`src/rtl/lc3b_types.sv`:
```
// Shared LC-3b core types.
// The instruction-queue entry record and the queue depth live here so that the
// fetch, queue and dispatch stages all use one definition.
package lc3b_types;

  // Default instruction-queue depth shared by fetch and dispatch.
  localparam int IQUEUE_DEPTH = 8;

  // One fetched instruction as it travels from fetch to dispatch (49 bits).
  typedef struct packed {
    logic [15:0] pc;
    logic [15:0] instruction;
    logic        prediction;
    logic [15:0] prediction_pc;
  } lc3b_iqueue_entry;

endpackage

```
`src/rtl/lc3b_iqueue.sv`:
```
// lc3b_iqueue: circular instruction FIFO between fetch and dispatch.
// head/tail carry an extra wrap bit so that full and empty can be told apart
// without a separate counter; occupancy is derived as tail - head.
// A flush (ROB misprediction recovery) empties the queue in one cycle.
// Optional feature: define LC3B_IQUEUE_BYPASS_EN to let an entry pass straight
// from enq_* to deq_* while the queue is empty (zero-cycle latency).
module lc3b_iqueue
  import lc3b_types::*;
#(
  parameter int DEPTH = IQUEUE_DEPTH
) (
  input  logic                         clk,
  input  logic                         reset_n,
  input  logic                         enq_valid,
  input  lc3b_iqueue_entry             enq_entry,
  output logic                         enq_ready,
  output logic                         deq_valid,
  output lc3b_iqueue_entry             deq_entry,
  input  logic                         deq_ready,
  input  logic                         flush,
  output logic [$clog2(DEPTH+1)-1:0]   count
);

  localparam int IW = $clog2(DEPTH);
  localparam int PW = IW + 1;
  localparam int CW = $clog2(DEPTH + 1);

  logic [PW-1:0]    head_r;
  logic [PW-1:0]    tail_r;
  logic [PW-1:0]    head_nxt_s;
  logic [PW-1:0]    tail_nxt_s;
  logic [PW-1:0]    occ_s;
  lc3b_iqueue_entry mem_r [DEPTH];

  logic empty_s;
  logic full_s;
  logic bypass_s;
  logic enq_fire_s;
  logic deq_fire_s;

  // Status flags and fire conditions, all derived from the registered pointers.
  always_comb begin
    empty_s = (head_r == tail_r);
    full_s  = (head_r[IW] != tail_r[IW]) && (head_r[IW-1:0] == tail_r[IW-1:0]);
    occ_s   = tail_r - head_r;
`ifdef LC3B_IQUEUE_BYPASS_EN
    // An entry handed straight to a ready dispatch on an empty queue is never stored.
    bypass_s = empty_s && !flush && enq_valid && deq_ready;
`else
    bypass_s = 1'b0;
`endif
    enq_fire_s = enq_valid && !full_s && !bypass_s;
    deq_fire_s = !empty_s && deq_ready;
  end

  // Next pointer values; flush overrides any same-cycle enqueue or dequeue.
  always_comb begin
    head_nxt_s = head_r;
    tail_nxt_s = tail_r;
    if (flush) begin
      head_nxt_s = '0;
      tail_nxt_s = '0;
    end else begin
      if (deq_fire_s) begin
        head_nxt_s = head_r + PW'(1);
      end else begin
        head_nxt_s = head_r;
      end
      if (enq_fire_s) begin
        tail_nxt_s = tail_r + PW'(1);
      end else begin
        tail_nxt_s = tail_r;
      end
    end
  end

  // Pointer registers; modulo-2*DEPTH wrap falls out of the natural overflow.
  always_ff @(posedge clk or negedge reset_n) begin
    if (!reset_n) begin
      head_r <= '0;
      tail_r <= '0;
    end else begin
      head_r <= head_nxt_s;
      tail_r <= tail_nxt_s;
    end
  end

  // Entry storage; written only on an accepted, non-flushed, non-bypassed enqueue.
  always_ff @(posedge clk or negedge reset_n) begin
    if (!reset_n) begin
      for (int i = 0; i < DEPTH; i++) begin
        mem_r[i] <= '0;
      end
    end else if (enq_fire_s && !flush) begin
      mem_r[tail_r[IW-1:0]] <= enq_entry;
    end
  end

  // Handshake/occupancy outputs; none of these look at the inputs.
  always_comb begin
    enq_ready = !full_s;
    count     = CW'(occ_s);
  end

  // Head presentation; on an empty queue the bypass build forwards the fetch entry.
  always_comb begin
    deq_valid = !empty_s;
    deq_entry = mem_r[head_r[IW-1:0]];
`ifdef LC3B_IQUEUE_BYPASS_EN
    if (empty_s && !flush) begin
      deq_valid = enq_valid;
      deq_entry = enq_entry;
    end else begin
      deq_valid = !empty_s;
      deq_entry = mem_r[head_r[IW-1:0]];
    end
`endif
  end

endmodule

```
`config.mk`:
```
export PLATFORM = sky130hd
export DESIGN_NAME = lc3b_iqueue
export DESIGN_NICKNAME = d
export VERILOG_FILES = /design/src/rtl/lc3b_types.sv /design/src/rtl/lc3b_iqueue.sv
export SDC_FILE = /design/constraint.sdc
export NUM_CORES = 1
export LEC_CHECK = 0
export CORE_ASPECT_RATIO = 0.7
export CORE_UTILIZATION = 38
export DETAILED_ROUTE_END_ITERATION = 10
export SLEW_MARGIN = 25
export SYNTH_ARGS = -nofsm -noshare
export SYNTH_HDL_FRONTEND = slang
export SYNTH_SLANG_ARGS = --single-unit
export TNS_END_PERCENT = 100
```
`constraint.sdc`:
```
create_clock -name clk -period 8.6 [get_ports clk]
set_input_delay 1.29 -clock clk [delete_from_list [all_inputs] [get_ports clk]]
set_output_delay 1.29 -clock clk [all_outputs]
set_load 0.02 [all_outputs]
```
==> impl_metrics.toml, run 1 <==
[sta]
fin_ws_ps = 3780
fin_crit_sh = 0.561
worstMarginPinSlew_ps = 1010
fin_skew_ps = 9.34
fin_crit_ps = 4820
fmax_ghz = 0.207
setup-tns-final_ps = 0
rsz0062_at_grt = "false"
setup_viol = 0
drv_slew = 0
slew_headroom = 0.326
final-hold-violation-count = 0

[floorplan]
coreArea_mm2 = 0.0467
dieArea_mm2 = 0.0484
die_h_um = 184
initial_utilization = 0.387
die_w_um = 262
boundaryPins = 109
floorplan.rows = 66

[synth]
ys.warnings.count = 0
seq_area_frac_synth = 0.555
async_reset_ff_frac = 1.00
synthTopCellsByArea = "dfrtp_1, mux2_2, mux4_2"
synth_top_area_cell = "dfrtp_1"
synth_area_mm2 = 0.0180
ys_types = 31
synth_area_per_cell_um2 = 15.4
synthesis.instances = 1175
synth-edff-count = 0
synthFlopType = "dfrtp_1"
synth_top_area_share = 0.555
syn_nets = 1235
ys_ff_latch = 400

[pwr]
p_switching_uw = 1440
p_per_area_mw_per_mm2 = 253
vdd_drop_max_mv = 0.164
pwr-share-clk = 0.317
leakage_uw = 0.00965
p_seq_frac = 0.442
switching_share = 0.271
p_comb_frac = 0.241
p_int_uw = 3880

[cts]
post_cts_buffers = 0
ctsResizeCount = 0
clock_path_buffers = 3
cts-buffers-inserted = 40
h-tree-depth = 2
cts.sinks = 400
insertion_delay_ps = 540
path_clk_slew_ps = 60
holdBufCountCts = 0
cts_tree = "yes"
cts-root-buf = "clkbuf_16"

[setup_path]
slowest_stage = "buf_4"
ff2ff_setup_slack_ps = 4550
r2r-start = "head_r[1]"
critPathKind = "flop to primary output"
required_ps = 7310
crit_path_frequent_cell = "nand2_1"
cp-start-kind = "flop"
startpoint = "head_r[1]"
endpoint = "deq_entry[34]"
r2r_cells = 7
worst-path-max-fanout = 65
cp-end-kind = "primary output"
reg2reg_to = "mem_r[22]"
crit_chain = "buf_4, mux4_2, nand2_1, nand2_1, clkdlybuf4s50_1"
cp_data_arrival_time_ps = 3530
cpPeakStageDelay_ps = 900

[placed_design]
place.gp.congestion = 0.714
portBuffers = 108
dp_hpwl_um = 22500
placed_cell_area_mm2 = 0.0197
place_ws_ps = 4090

[layout]
areaGrowthSynthToFinish_pct = 16.6
antenna_cells = 0
final_util = 0.451
mostFrequentLayoutCell = "dfrtp_1"
nNetsFinal = 1325
layout-drive-gt1-share = 0.446
fin_area_mm2 = 0.0210
final_cell_mix = "dfrtp_1, mux2_2, nand2_1"

[min_path]
hp-class = "flop to flop"

[grt]
grt-ovfl-total = 0
grt_pass1_vias = 10840
grt_pass1_wl_um = 65400
grt_usage = 0.175
grt_max_degree = 154
grt_antenna_before_repair = 1

[route]
wl_per_cell_um = 21.5
wl_um = 40900
vias_per_cell = 5.24
drc = 0
first_iter_violations = 589
ant_nets = 0
drt_first_pass_iters = 4
route.vias.total = 9975

[outcome]
status = "finished, final reports clean"

[job]
cap_violations = 0
-- power by group through the flow --
stage / sequential [µW] / combinational (µW) / clock (µW)
2_1_floorplan: 2300 / 880 / 0
3_3_place_gp: 2380 / 1280 / 0
3_5_place_dp: 2390 / 1300 / 0
4_1_cts: 2360 / 1300 / 1740
5_1_grt: 2400 / 1380 / 1820
6_report: 2350 / 1280 / 1690
-- kinds of logic after synthesis --
kind of cell / synth area share
multiplexers: 0.372
AND/OR/NAND/NOR: 0.0388
adder cells (fa/ha/maj): 0.00458
AO/OA/AOI/OAI: 0.00298
buffers and inverters: 0.0217
flip-flops: 0.555
XOR/XNOR: 0.00479
-- how the worst min path moves through the flow --
stage	startpoint	to	slack [ps]	cells past startpoint
after detailed placement	mem_r[275]	mem_r[275]	490	1
after CTS	mem_r[61]	mem_r[61]	500	1
after global routing	mem_r[222]	mem_r[222]	510	1
after floorplan	mem_r[245]	mem_r[245]	470	1
after global placement	mem_r[101]	mem_r[101]	480	1
final	mem_r[283]	mem_r[283]	500	1
-- cell type report --
class,instances,area (µm²)
sequential,400,10000
timing repair buffer,125,1290
multi-input combinational,691,7690
clock buffer,64,1190
inverter,7,26.3
clock inverter,4,48.8
tap,612,766
fill,4096,25600
-- synthesized netlist by cell type, drive strengths merged (2+ instances only) --
library cell  count
o21ai             2
mux4             98
xnor2             7
xor2              2
clkbuf           21
or4               2
buf              56
ha                5
nand3             6
dfrtp           400
nand4             2
nor2              7
nand2           152
a21oi             5
mux2            393
and3              2
inv               6
-- per-stage QoR --
stage / hold slack (ps) / power, µW / std cells
2_1_floorplan: 474 / 3180 / 1175
3_3_place_gp: 482 / 3660 / 1831
3_5_place_dp: 487 / 3690 / 1831
4_1_cts: 501 / 5400 / 1899
5_1_grt: 507 / 5600 / 1903
6_report: 496 / 5320 / 1903
-- critical path: cells and delay by family (launching register included) --
family                 cells  cell delay [ps]
buffers and inverters      2             1530
flip-flops                 1              850
multiplexers               1              370
AND/OR/NAND/NOR            2              240
-- sequential cells by signal, indices dropped and copies added (netlist names) --
name	cells
tail_r	4
mem_r	392
head_r	4
-- metal layers --
| metal | vias up | track usage | part of all wire |
|---|---|---|---|
| met5 | - | 0 | 0.00042 |
| met4 | 2 | 0.0353 | 0.013 |
| met3 | 46 | 0.0299 | 0.031 |
| met2 | 121 | 0.292 | 0.49 |
| met1 | 5359 | 0.243 | 0.47 |
| li1 | 4447 | - | - |
Power figures use the tool's default switching activity.
==> run 2, diff against run 1 <==
- clock period: 8.6 -> 4 ns (I/O delays scaled with it)
==> run 2 against run 1 <==
Net effect: non-clock buffer count rose by 12; die area did not move; first-iteration DRC count fell by 35%; via count rose by 1.5%; clock skew rose by 9.5 ps; final cell count rose by 1.0%; sequential power rose by 110%; sequential cell count did not move; clock power rose by 130%; final area rose by 1.5%; core utilization rose by 0.66 points; setup slack got worse by 3400 ps.
==> impl_metrics.toml, run 2 (synthesized netlist as in run 1, its figures left out) <==
[route]
vias_per_cell = 5.27
drt_first_pass_iters = 4
route.vias.total = 10125
wl_um = 41700
ant_nets = 0
wl_per_cell_um = 21.7
drc = 0
first_iter_violations = 384

[grt]
grt_pass1_vias = 10998
grt_antenna_before_repair = 2
grt_max_degree = 99
grt_usage = 0.179
grt-ovfl-total = 0
grt_pass1_wl_um = 66500

[pwr]
leakage_uw = 0.00982
fin_total_pwr_uw = 11700
vdd_drop_max_mv = 0.235
p_per_area_mw_per_mm2 = 549

[cts]
clock_path_buffers = 3
insertion_delay_ps = 550
cts-root-buf = "clkbuf_16"
ctsResizeCount = 0
h-tree-depth = 2
holdBufCountCts = 0
post_cts_buffers = 0
cts.sinks = 400
cts_tree = "yes"
path_clk_slew_ps = 60
cts-buffers-inserted = 41

[placed_design]
portBuffers = 108
dp_hpwl_um = 23500
place.gp.congestion = 0.723

[floorplan]
coreArea_mm2 = 0.0467
boundaryPins = 109
initial_utilization = 0.387
die_h_um = 184
floorplan.rows = 66
die_w_um = 262
dieArea_mm2 = 0.0484

[sta]
rsz0062_at_grt = "false"
setup-tns-final_ps = 0
setup_viol = 0
final-hold-violation-count = 0
fin_skew_ps = 18.8
drv_slew = 0
slew_headroom = 0.431
fmax_ghz = 0.277
fin_crit_ps = 3610
fin_crit_sh = 0.903
worstMarginPinSlew_ps = 853

[layout]
max_flop_register = "mem_r"
antenna_cells = 0
layout-drive-gt1-share = 0.460
nNetsFinal = 1338
largest_reg_flops = 392
mostFrequentLayoutCell = "dfrtp_1"
final_cell_mix = "dfrtp_1, mux2_2, nand2_1"
areaGrowthSynthToFinish_pct = 18.3
reg_top3 = "mem_r: 392 flops, head_r: 4 flops, tail_r: 4 flops"

[setup_path]
cp_data_arrival_time_ps = 3010
crit_family = "buffers and inverters"
required_ps = 3400
cp_num_buf_inv = 2
critPathKind = "flop to primary output"
cp-start-kind = "flop"
ff2ff_setup_slack_ps = 990
worst-path-max-fanout = 55
slowest_stage = "dfrtp_4"
crit_chain = "buf_12, mux4_2, nand2_1, nand2_1, clkdlybuf4s50_1"
cp-end-kind = "primary output"
cpPeakStageDelay_ps = 620
crit_path_frequent_cell = "nand2_1"

[job]
cap_violations = 0

[outcome]
status = "finished, final reports clean"

[min_path]
hp-class = "primary input to asynchronous set/reset pin"
[run 2: cell count changes in the layout (fill, tap and decap cells not counted)]
cell	change
buf_4	+6
buf_6	-1
clkbuf_1	-8
buf_16	-1
buf_12	+8
inv_6	+1
clkbuf_8	+6
clkbuf_16	+2
clkinv_2	+6
[run 2: area by class of cell]
| class | instances | area (µm²) |
|---|---|---|
| fillers | 4048 | 25300 |
| flip-flops and latches | 400 | 10000 |
| multi-input cells | 691 | 7690 |
| repair buffers | 137 | 1450 |
| clock buffers | 64 | 1290 |
| well taps | 612 | 766 |
| clock inverters | 11 | 87.6 |
| inverters | 7 | 26.3 |
[run 2: layer usage]
metal  GRT usage  up-vias  wire length [µm]  share of wire
li1            -     4491                 -              -
met1       0.251     5458             19700           0.47
met2       0.293      122             20000           0.48
met3      0.0287       50              1260          0.030
met4      0.0400        4               659          0.016
met5           0        -                27        0.00065
[run 2: power breakdown]
group / internal, µW / switching, µW
logic: 1580 / 1230
clock network: 2290 / 1590
registers: 4690 / 341
total: 8560 / 3160
[run 2: through the flow]
| step | util | hold WS (ps) | worst slack (ps) | instances | instance area, µm² |
|---|---|---|---|---|---|
| after detailed placement | 0.428 | 488 | 915 | 1847 | 20000 |
| after global placement | 0.428 | 481 | 914 | 1847 | 20000 |
| final | 0.457 | 67.4 | 387 | 1922 | 21300 |
| after floorplan | - | 304 | 973 | 1175 | 18000 |
| after CTS | 0.457 | 116 | 321 | 1922 | 21300 |
| after global routing | 0.457 | 135 | 228 | 1922 | 21300 |
[run 2: worst paths after layout]
path / to / from / cells after the start
setup / recovery: deq_entry[1] / head_r[0] / 5
hold / removal: mem_r[107] / reset_n / 1
setup reg to reg: mem_r[162] / head_r[1] / 7
hold reg to reg: mem_r[291] / mem_r[291] / 1
max in group asynchronous: mem_r[383] / reset_n / 2
min in group clk: mem_r[291] / mem_r[291] / 1
